**src/rtl/mem_port_arbiter_if.sv**
```systemverilog
// Bundle of requester-side and memory-side signals around the unified memory port controller.
// The controller uses the slave view; requesters and the memory together use the master view.
interface mem_port_arbiter_if;
  localparam int unsigned AW = 16;
  localparam int unsigned DW = 16;

  logic          i_req;
  logic [AW-1:0] i_addr;
  logic          d_req;
  logic          d_wr;
  logic [AW-1:0] d_addr;
  logic [DW-1:0] d_wdata;
  logic          halt;
  logic [DW-1:0] mem_rdata;

  logic          mem_en;
  logic          mem_wr;
  logic [AW-1:0] mem_addr;
  logic [DW-1:0] mem_wdata;
  logic          createdump;
  logic [DW-1:0] rdata;
  logic          i_done;
  logic          d_done;
  logic          i_stall;
  logic          d_stall;
  logic          err;
  logic          busy;

  modport slave (
    input  i_req, i_addr, d_req, d_wr, d_addr, d_wdata, halt, mem_rdata,
    output mem_en, mem_wr, mem_addr, mem_wdata, createdump, rdata,
           i_done, d_done, i_stall, d_stall, err, busy
  );

  modport master (
    output i_req, i_addr, d_req, d_wr, d_addr, d_wdata, halt, mem_rdata,
    input  mem_en, mem_wr, mem_addr, mem_wdata, createdump, rdata,
           i_done, d_done, i_stall, d_stall, err, busy
  );
endinterface

```
**src/rtl/mem_port_arbiter.sv**
```systemverilog
// Arbitrates the fetch and memory stages onto a single fixed-latency memory port,
// returns read data with a done pulse, and issues the end-of-run dump on halt.
module mem_port_arbiter #(
  parameter int unsigned LATENCY = 2
) (
  input  logic                     clk,
  input  logic                     rst,
  mem_port_arbiter_if.slave        bus
);
  localparam int unsigned AW    = 16;
  localparam int unsigned DW    = 16;
  localparam int unsigned CNT_W = 4;

  localparam logic [2:0] S_IDLE   = 3'd0;
  localparam logic [2:0] S_ISSUE  = 3'd1;
  localparam logic [2:0] S_WAIT   = 3'd2;
  localparam logic [2:0] S_DONE   = 3'd3;
  localparam logic [2:0] S_HALTED = 3'd4;

  localparam logic GNT_I = 1'b0;
  localparam logic GNT_D = 1'b1;

  localparam logic [CNT_W-1:0] CNT_LOAD = CNT_W'(LATENCY - 1);

  logic [2:0]       state_q,      state_d;
  logic             grant_q,      grant_d;
  logic [CNT_W-1:0] cnt_q,        cnt_d;
  logic [AW-1:0]    addr_q,       addr_d;
  logic [DW-1:0]    wdata_q,      wdata_d;
  logic [DW-1:0]    rdata_q,      rdata_d;
  logic             mem_en_q,     mem_en_d;
  logic             mem_wr_q,     mem_wr_d;
  logic             createdump_q, createdump_d;
  logic             i_done_q,     i_done_d;
  logic             d_done_q,     d_done_d;
  logic             err_q,        err_d;

  logic [AW-1:0]    req_addr;

  // State and output registers
  always_ff @(posedge clk) begin
    if (rst) begin
      state_q      <= S_IDLE;
      grant_q      <= GNT_I;
      cnt_q        <= '0;
      addr_q       <= '0;
      wdata_q      <= '0;
      rdata_q      <= '0;
      mem_en_q     <= 1'b0;
      mem_wr_q     <= 1'b0;
      createdump_q <= 1'b0;
      i_done_q     <= 1'b0;
      d_done_q     <= 1'b0;
      err_q        <= 1'b0;
    end else begin
      state_q      <= state_d;
      grant_q      <= grant_d;
      cnt_q        <= cnt_d;
      addr_q       <= addr_d;
      wdata_q      <= wdata_d;
      rdata_q      <= rdata_d;
      mem_en_q     <= mem_en_d;
      mem_wr_q     <= mem_wr_d;
      createdump_q <= createdump_d;
      i_done_q     <= i_done_d;
      d_done_q     <= d_done_d;
      err_q        <= err_d;
    end
  end

  // Next-state and next-output logic
  always_comb begin
    state_d      = state_q;
    grant_d      = grant_q;
    cnt_d        = cnt_q;
    addr_d       = addr_q;
    wdata_d      = wdata_q;
    rdata_d      = rdata_q;
    mem_en_d     = 1'b0;
    mem_wr_d     = 1'b0;
    createdump_d = 1'b0;
    i_done_d     = 1'b0;
    d_done_d     = 1'b0;
    err_d        = 1'b0;
    req_addr     = bus.d_req ? bus.d_addr : bus.i_addr;

    case (state_q)
      S_IDLE: begin
        // A pending data access must finish before the dump is issued
        if (bus.halt && !bus.d_req) begin
          createdump_d = 1'b1;
          state_d      = S_HALTED;
        end else if (bus.d_req || bus.i_req) begin
          grant_d = bus.d_req ? GNT_D : GNT_I;
          addr_d  = req_addr;
          wdata_d = bus.d_req ? bus.d_wdata : '0;
          if (req_addr[0]) begin
            err_d    = 1'b1;
            d_done_d = bus.d_req;
            i_done_d = !bus.d_req;
            state_d  = S_DONE;
          end else begin
            mem_en_d = 1'b1;
            mem_wr_d = bus.d_req && bus.d_wr;
            state_d  = S_ISSUE;
          end
        end
      end
      S_ISSUE: begin
        cnt_d   = CNT_LOAD;
        state_d = S_WAIT;
      end
      S_WAIT: begin
        if (cnt_q == '0) begin
          rdata_d  = bus.mem_rdata;
          i_done_d = (grant_q == GNT_I);
          d_done_d = (grant_q == GNT_D);
          state_d  = S_DONE;
        end else begin
          cnt_d = cnt_q - CNT_W'(1);
        end
      end
      S_DONE:   state_d = S_IDLE;
      S_HALTED: state_d = S_HALTED;
      default:  state_d = S_IDLE;
    endcase
  end

  assign bus.mem_en     = mem_en_q;
  assign bus.mem_wr     = mem_wr_q;
  assign bus.mem_addr   = addr_q;
  assign bus.mem_wdata  = wdata_q;
  assign bus.createdump = createdump_q;
  assign bus.rdata      = rdata_q;
  assign bus.i_done     = i_done_q;
  assign bus.d_done     = d_done_q;
  assign bus.err        = err_q;
  assign bus.busy       = (state_q != S_IDLE);
  assign bus.i_stall    = bus.i_req & ~i_done_q;
  assign bus.d_stall    = bus.d_req & ~d_done_q;
endmodule

```
**src/flat_wrapper.sv**
```systemverilog
// flat-port wrapper written by rule: the top's interface ports become plain ports
module mem_port_arbiter_flat 
#(
  parameter int unsigned LATENCY = 2
)
  (clk, rst, bus_i_req, bus_i_addr, bus_d_req, bus_d_wr, bus_d_addr, bus_d_wdata, bus_halt, bus_mem_rdata, bus_mem_en, bus_mem_wr, bus_mem_addr, bus_mem_wdata, bus_createdump, bus_rdata, bus_i_done, bus_d_done, bus_i_stall, bus_d_stall, bus_err, bus_busy);
  mem_port_arbiter_if bus_i ();
  input  logic clk;
  input  logic rst;
  input wire logic [$bits(bus_i.i_req)-1:0] bus_i_req;
  input wire logic [$bits(bus_i.i_addr)-1:0] bus_i_addr;
  input wire logic [$bits(bus_i.d_req)-1:0] bus_d_req;
  input wire logic [$bits(bus_i.d_wr)-1:0] bus_d_wr;
  input wire logic [$bits(bus_i.d_addr)-1:0] bus_d_addr;
  input wire logic [$bits(bus_i.d_wdata)-1:0] bus_d_wdata;
  input wire logic [$bits(bus_i.halt)-1:0] bus_halt;
  input wire logic [$bits(bus_i.mem_rdata)-1:0] bus_mem_rdata;
  output wire logic [$bits(bus_i.mem_en)-1:0] bus_mem_en;
  output wire logic [$bits(bus_i.mem_wr)-1:0] bus_mem_wr;
  output wire logic [$bits(bus_i.mem_addr)-1:0] bus_mem_addr;
  output wire logic [$bits(bus_i.mem_wdata)-1:0] bus_mem_wdata;
  output wire logic [$bits(bus_i.createdump)-1:0] bus_createdump;
  output wire logic [$bits(bus_i.rdata)-1:0] bus_rdata;
  output wire logic [$bits(bus_i.i_done)-1:0] bus_i_done;
  output wire logic [$bits(bus_i.d_done)-1:0] bus_d_done;
  output wire logic [$bits(bus_i.i_stall)-1:0] bus_i_stall;
  output wire logic [$bits(bus_i.d_stall)-1:0] bus_d_stall;
  output wire logic [$bits(bus_i.err)-1:0] bus_err;
  output wire logic [$bits(bus_i.busy)-1:0] bus_busy;
  assign bus_i.i_req = bus_i_req;
  assign bus_i.i_addr = bus_i_addr;
  assign bus_i.d_req = bus_d_req;
  assign bus_i.d_wr = bus_d_wr;
  assign bus_i.d_addr = bus_d_addr;
  assign bus_i.d_wdata = bus_d_wdata;
  assign bus_i.halt = bus_halt;
  assign bus_i.mem_rdata = bus_mem_rdata;
  assign bus_mem_en = bus_i.mem_en;
  assign bus_mem_wr = bus_i.mem_wr;
  assign bus_mem_addr = bus_i.mem_addr;
  assign bus_mem_wdata = bus_i.mem_wdata;
  assign bus_createdump = bus_i.createdump;
  assign bus_rdata = bus_i.rdata;
  assign bus_i_done = bus_i.i_done;
  assign bus_d_done = bus_i.d_done;
  assign bus_i_stall = bus_i.i_stall;
  assign bus_d_stall = bus_i.d_stall;
  assign bus_err = bus_i.err;
  assign bus_busy = bus_i.busy;
  mem_port_arbiter #(.LATENCY(LATENCY)) u_core (.clk(clk), .rst(rst), .bus(bus_i));
endmodule
```
**config.mk**
```make
export PLATFORM = sky130hd
export DESIGN_NAME = mem_port_arbiter_flat
export DESIGN_NICKNAME = d
export VERILOG_FILES = /design/src/rtl/mem_port_arbiter_if.sv /design/src/rtl/mem_port_arbiter.sv /design/src/flat_wrapper.sv
export SDC_FILE = /design/constraint.sdc
export NUM_CORES = 1
export LEC_CHECK = 0
export CAP_MARGIN = 0
export CORE_ASPECT_RATIO = 0.8
export CORE_MARGIN = 4
export CORE_UTILIZATION = 43
export CTS_CLUSTER_DIAMETER = 30
export CTS_CLUSTER_SIZE = 12
export DETAILED_ROUTE_END_ITERATION = 8
export MAX_ROUTING_LAYER = met4
export PLACE_DENSITY = 0.95
export SLEW_MARGIN = 20
export SYNTH_ARGS = -nofsm -noshare
export SYNTH_HDL_FRONTEND = slang
export SYNTH_SLANG_ARGS = --single-unit
```
**constraint.sdc**
```tcl
create_clock -name clk -period 3.1 [get_ports clk]
set_clock_uncertainty 0.1 [all_clocks]
set_input_delay 0.465 -clock clk [delete_from_list [all_inputs] [get_ports clk]]
set_output_delay 0.465 -clock clk [all_outputs]
set_load 0.01 [all_outputs]
```
# Word level (Yosys, flattened, before mapping)
# Cells that the tools add are included.
# word_totals
reg_bits	62
output_inout_bits	57
elab_cells	65
# classes
addsub	1
eq_ne	6
n_mux	23
bitwise_logic	8
n_reduce_logical	15
# op_table
op	n
2-to-1 mux 16 bit	2
2-to-1 mux 1 bit	12
case mux 3 bit (4 select lines)	1
2-to-1 mux 3 bit	3
case mux 4 bit (2 select lines)	1
NOT 1 bit	6
AND reduction 2 bit	3
OR reduction 5 bit	1
logical NOT 4 bit	1
2-to-1 mux 4 bit	1
case mux 1 bit (2 select lines)	2
OR reduction 4 bit	1
subtractor 4 x 1 -> 4 bit, second input constant	1
== test 3 x 1 -> 1 bit, second input constant	1
== test 3 x 2 -> 1 bit, second input constant	1
== test 3 bit, second input constant	1
logical NOT 3 bit	1
inequality test 3 x 1 -> 1 bit, second input constant	1
AND reduction 3 bit	1
nonzero test 3 bit	1
bitwise AND 1 bit	2
logical AND 1 bit	2
2-to-1 mux 2 bit	1
inequality test 2 x 1 -> 1 bit, second input constant	1
other kinds (5)	5

# Depth between registers and ports, before layout
# Gate-level depths: netlist of the first run.
# logic_depth
depth_word	5
ltp_mapped	8
mapped_depth_nobuf	6

# Worst setup path after synthesis of the first run
# No wires, ideal clock.
# synth_timing
path_type	reg2reg
startpoint	reg u_core.cnt_q[0]
endpoint	reg u_core.rdata_q[10], in the netlist u_core.bus.rdata[10]
setup_ns	0.132
t_arrival_ns	1.276
path_slack_ns	1.592
path_stages_with_launch	9
n_path_buf	2
synth_period_minus_slack_ns	1.508
path_cell_list	dfxtp_1 -> inv_1 -> ha_1 -> nor3b_2 -> and3_1 -> buf_4 -> buf_6 -> nand2_1 -> a21oi_1
# synth_via
elab_chain_cells	2
# synth_rtl
element	line	text
from (decl)	mem_port_arbiter.sv:27	logic [CNT_W-1:0] cnt_q, cnt_d;
from (signal assigned)	mem_port_arbiter.sv:58	cnt_q <= cnt_d;
logical NOT 4 bit	mem_port_arbiter.sv:114	if (cnt_q == '0) begin
AND reduction 2 bit (no line)	-	
to (signal assigned)	mem_port_arbiter.sv:61	rdata_q <= rdata_d;
to (decl)	mem_port_arbiter.sv:30	logic [DW-1:0] rdata_q, rdata_d;
# Every way passes these cells.
# A chain may end at the register's enable or synchronous reset.

# Worst setup path in the final report of the first run
# layout_timing
startpoint	in bus_d_req
endpoint	out bus_d_stall
# layout_via
elab_chain_cells	1
# layout_rtl
element	line	text
from (decl)	flat_wrapper.sv:12	input wire logic [$bits(bus_i.d_req)-1:0] bus_d_req;
bitwise AND 1 bit	mem_port_arbiter.sv:140	assign bus.d_stall = bus.d_req & ~d_done_q;
to (decl)	flat_wrapper.sv:27	output wire logic [$bits(bus_i.d_stall)-1:0] bus_d_stall;
# Every way passes these cells.

==> results of run 1 <==
[kinds of logic after synthesis]
group	after synthesis	share of synthesized area [%]
buffers and inverters	27	5.74
AND/OR/NAND/NOR	121	21.9
adder cells (fa/ha/maj)	1	0.490
multiplexers	16	6.27
flip-flops	62	48.6
XOR/XNOR	2	0.686
AO/OA/AOI/OAI	57	16.3
[layout make-up]
type | instances | area share [%]
clock buffer | 9 | 3.06
clock inverter | 7 | 3.02
inverter | 6 | 0.556
multi-input combinational | 197 | 28.7
sequential | 62 | 30.6
tap | 78 | 2.41
timing repair buffer | 130 | 31.6
[per-layer routing]
layer | global-route usage [%] | share of wire, % | up-vias
met2 | 39.0 | 52 | 104
met1 | 23.1 | 38 | 1147
li1 | - | - | 1213
met5 | - | 0 | -
met3 | 7.63 | 7.6 | 20
met4 | 6.49 | 2.4 | 0
[cells in the mapped netlist, types with 3 or more instances]
library cell and instances:
dfxtp_1 62, nor2_1 26, inv_1 6, mux2i_1 16, clkbuf_1 7, nor3_1 4, a21oi_1 35, nand3_1 18
a211oi_2 14, a211oi_1 3, nor4_1 3, nand2_1 53, buf_2 6, buf_4 6
[tightest hold or removal path: stages (launching register included)]
cell	delay, ps
dfxtp_1	310
nand2_1	50
a21oi_1	50
[where the power goes]
group	internal, µW	switching [µW]	total (µW)
Sequential	890	60.9	951
Clock	536	321	857
Combinational	338	323	661
[flip-flops by register name (all words and copies together), names as in the netlist, 3 cells and up]
signal,count
u_core.state_q,3
u_core.bus.mem_wdata,16
u_core.bus.rdata,16
u_core.cnt_q,4
u_core.bus.mem_addr,16
[per-stage QoR]
step	hold WS [ps]	total power [µW]	area [µm²]
2_1_floorplan	350	1320	2550
3_3_place_gp	337	1600	3810
3_5_place_dp	347	1630	3810
4_1_cts	357	2500	4050
5_1_grt	378	2600	4050
6_report	354	2470	4050
[cells in the final DEF, fill, tap and decap left out, types with 4 or more instances in the layout]
cell / count
a211oi_2: 14
a21oi_1: 35
buf_4: 4
clkbuf_8: 9
clkdlybuf4s50_1: 124
dfxtp_1: 62
inv_1: 6
mux2i_1: 16
nand2_1: 53
nand3_1: 18
nor2_1: 26
nor3_1: 4
[worst paths after layout]
kind	start	to	slack [ps]	cells past startpoint
max reg2reg	u_core.state_q[2]	u_core.bus.mem_addr[4]	1030	5
min	u_core.bus.mem_wdata[15]	u_core.bus.mem_wdata[15]	350	2
min reg2reg	u_core.bus.mem_wdata[15]	u_core.bus.mem_wdata[15]	350	2
max	bus_d_req	bus_d_stall	860	4
==> impl_metrics.yaml, run 1 <==
status:
  status: "finished, final reports clean"
yosys:
  yosysWarnings: 0
  ys_top_cells_by_area: "dfxtp_1 49%, nand2_1 7.8%, a211oi_2 6.9%, a21oi_1 6.9%, mux2i_1 6.3%"
  synth_seq_cells: 62
  synth_seq_area_share_pct: 48.6
  synth_flop_cell: "dfxtp_1"
  synth_top_cell_by_area: "dfxtp_1"
  synth-edff-count: 0
  ys_async_sr_fraction_pct: 0
  yosysTopAreaCellShare_pct: 48.6
  yosysUniqueCellTypes: 35
  syn-cell-area_um2: 2550
  syn_area_per_cell_um2: 8.92
  syn-num-nets: 357
  synthCells: 286
floorplanning:
  dieHeight_um: 76.9
  core-area_um2: 5590
  die_w_um: 94.1
  dieArea_um2: 7240
  num_rows: 24
  start_util_pct: 45.7
  io-pin-count: 127
place:
  port_buffers: 126
  dp.cells: 473
  place_congestion: 0.825
  dp.final_hpwl_um: 5650
  pre_cts_slack_ps: 732
routing:
  postRouteAntennaNets: 0
  drc: 0
  drtIter0Drc: 95
  firstDrtPassIters: 4
  vias: 2484
  vias_per_cell: 5.08
  wl_um: 7680
  wl_per_cell_um: 15.7
setup_path:
  crit_chain: "buf_2 -> inv_1 -> nor2_1 -> clkdlybuf4s50_1"
  cp.arrival_ps: 1670
  max_stage_delay_ps: 550
  critPathTopFamily: "buffers and inverters"
  cp_slowest_cell: "clkdlybuf4s50_1"
  cp-end-kind: "output port"
  worst_setup_path_start_kind: "primary input"
  critical_path_buf_inv_count: 3
  crit_fanout: 21
  crit_type: "in2out"
  cp.required_ps: 2530
power_and_ir_drop:
  ir_drop_v: 0.000387
  p_per_area_nw_per_um2: 609
  leakage_uw: 0.00150
clock_network:
  cts.clk_slew.worst_paths_ps: 70
  clk_latency_ps: 340
  clock_sink_count: 62
  clockRootBuffer: "clkbuf_8"
  cts_buffers: 9
  cts_max_level: 3
  cts_resized: 0
  clockBufferDepth: 2
  cts_tree: "yes"
  cts_hold_buf: 0
  post_cts_buffers: 0
run:
  maxCapViolCount: 0
cells_and_area:
  drive_above_1_share_pct: 10.5
  area_growth_pct: 58.8
  regArea_um2: 1240
  nFillCells: 443
  multiInputGateArea_um2: 1160
  final_cells: 489
  final_util_pct: 72.6
  nets: 477
  diodes: 0
global_route:
  grt_pass1_wl_um: 12100
  grt_pass1_vias: 2483
  track_usage_pct: 22.1
  antenna_found_initial: 0
  overflow: 0
  grt_max_degree: 36
sta:
  fmax_ghz: 0.447
  period_minus_slack_ps: 2240
  setup_violations: 0
  slew_violations: 0
  relSlewSlack_pct: 53.7
  fin_crit_sh_pct: 72.2
  rsz0062_at_grt: "false"
  finalHoldViolations: 0
  fin_ws_ps: 861
  tns_ps: 0
  tightest_slew_ps: 695
min_path:
  hold_path_class: "reg2reg"
Power figures use the tool's default switching activity.
==> inputs of run 2 (changes only) <==
- CORE_UTILIZATION: 43 -> 40
- PLACE_DENSITY: 0.95 -> 0.91
- clock period: 3.1 -> 2.2 ns (I/O delays scaled with it)
==> run 2 against run 1 <==
Compared with the run above:
- die area grew 6.8%
- sequential power increased by 40%
- count of clock-buffer cells in the layout stayed put
- final area up 1.0%
- first-iteration DRC count is 8.4% lower
- setup slack worse by 710 ps
- non-clock buffer count grew 2
- global-route usage is 2.2 points lower
- highest routed layer unchanged
==> impl_metrics.yaml, run 2 (same netlist as run 1, synthesis figures left out) <==
status:
  status: "finished, final reports clean"
min_path:
  hold_path_class: "in2reg"
  min_to: "u_core.bus.mem_wdata[15]"
  hold_start: "bus_d_req"
  min_path_cells: 3
power_and_ir_drop:
  p_sw_uw: 994
  ir_drop_v: 0.000625
  switching_share_pct: 28.4
  power_uw: 3500
  leakage_uw: 0.00152
  p_comb_share_pct: 27.1
  pwr-share-seq_pct: 38.1
  p_per_area_nw_per_um2: 854
  p_int_uw: 2510
  p_clk_share_pct: 34.7
cells_and_area:
  final_area_um2: 4100
  regArea_um2: 1240
  final_common_cell: "clkdlybuf4s50_1"
  multiInputGateArea_um2: 1160
  drive_above_1_share_pct: 10.9
  nets: 479
  area_growth_pct: 60.5
  nFillCells: 457
  final_cell_mix: "124 x clkdlybuf4s50_1, 62 x dfxtp_1, 53 x nand2_1"
  diodes: 0
floorplanning:
  core-area_um2: 6040
  die_w_um: 97.3
  start_util_pct: 42.3
  dieArea_um2: 7730
  num_rows: 25
  dieHeight_um: 79.5
  io-pin-count: 127
sta:
  tightest_slew_ps: 719
  finalHoldViolations: 0
  setup_violations: 0
  rsz0062_at_grt: "false"
  whs_ps: 214
  fin_crit_sh_pct: 93.3
  fmax_ghz: 0.487
  tns_ps: 0
  slew_violations: 0
  relSlewSlack_pct: 52.1
  period_minus_slack_ps: 2050
  fin_ws_ps: 148
setup_path:
  cp.required_ps: 1770
  cp_slowest_cell: "clkdlybuf4s50_1"
  cp-startpoint: "u_core.state_q[1]"
  cp-end-kind: "output port"
  max_stage_delay_ps: 570
  reg2reg_to: "u_core.bus.rdata[3]"
  crit_type: "reg2out"
  r2r-start: "u_core.cnt_q[0]"
  r2r.worst_path.cells: 6
  cp.arrival_ps: 1620
  r2r_slack_ps: 370
  crit_fanout: 11
  crit_chain: "nor3_2 -> inv_1 -> clkdlybuf4s50_1"
  worst_setup_path_start_kind: "flop"
clock_network:
  clock_sink_count: 62
  cts_buffers: 9
  cts_tree: "yes"
  cts.clk_slew.worst_paths_ps: 70
  post_cts_buffers: 0
  clockRootBuffer: "clkbuf_8"
  cts_hold_buf: 0
  clockBufferDepth: 2
  cts_max_level: 3
  cts_resized: 0
  clk_latency_ps: 340
routing:
  drc: 0
  wl_um: 7340
  vias_per_cell: 5.03
  drtIter0Drc: 87
  postRouteAntennaNets: 0
  vias: 2484
  wl_per_cell_um: 14.9
  firstDrtPassIters: 4
place:
  postPlaceCellArea_um2: 3850
  dp.final_hpwl_um: 5520
  place_congestion: 0.812
  pre_cts_slack_ps: 273
  port_buffers: 126
global_route:
  track_usage_pct: 19.9
  grt_max_degree: 37
  overflow: 0
  grt_pass1_vias: 2490
  antenna_found_initial: 0
  grt_pass1_wl_um: 11900
run:
  maxCapViolCount: 0
==> run 2: critical path: cells and delay by family (launching register included) <==
family	cells	cell delay, ps
buffers and inverters	2	690
flip-flops	1	530
AND/OR/NAND/NOR	1	80
==> run 2: how the worst max path moves through the flow <==
stage,depth (start not counted),end
after floorplan,8,u_core.bus.rdata[10]
after global placement,3,bus_i_stall
after detailed placement,3,bus_i_stall
after CTS,3,bus_busy
after global routing,3,bus_busy
final,3,bus_busy
==> run 2: layout make-up <==
| class | instances | share of cell area (%) |
|---|---|---|
| sequential | 62 | 30.3 |
| tap | 81 | 2.47 |
| inverter | 6 | 0.550 |
| clock buffer | 9 | 3.02 |
| clock inverter | 7 | 2.96 |
| multi-input combinational | 197 | 28.4 |
| timing repair buffer | 132 | 32.3 |
==> run 2: metrics by stage <==
stage,instances,utilization [%]
after CTS,494,67.9
after detailed placement,478,63.8
after floorplan,286,-
after global placement,478,63.8
final,494,67.9
after global routing,494,67.9
==> run 2: metal layers <==
metal,share of wire (%),global-route usage (%),vias up
li1,-,-,1221
met1,41,21.3,1155
met2,51,34.8,93
met3,6.9,6.99,15
met4,1.9,6.78,0
met5,0,-,-
==> run 2: power by group through the flow <==
stage / clock network (µW) / logic (µW) / registers (µW)
2_1_floorplan: 0 / 463 / 1400
3_3_place_gp: 0 / 927 / 1350
3_5_place_dp: 0 / 957 / 1360
4_1_cts: 1240 / 960 / 1330
5_1_grt: 1300 / 1030 / 1350
6_report: 1220 / 949 / 1330
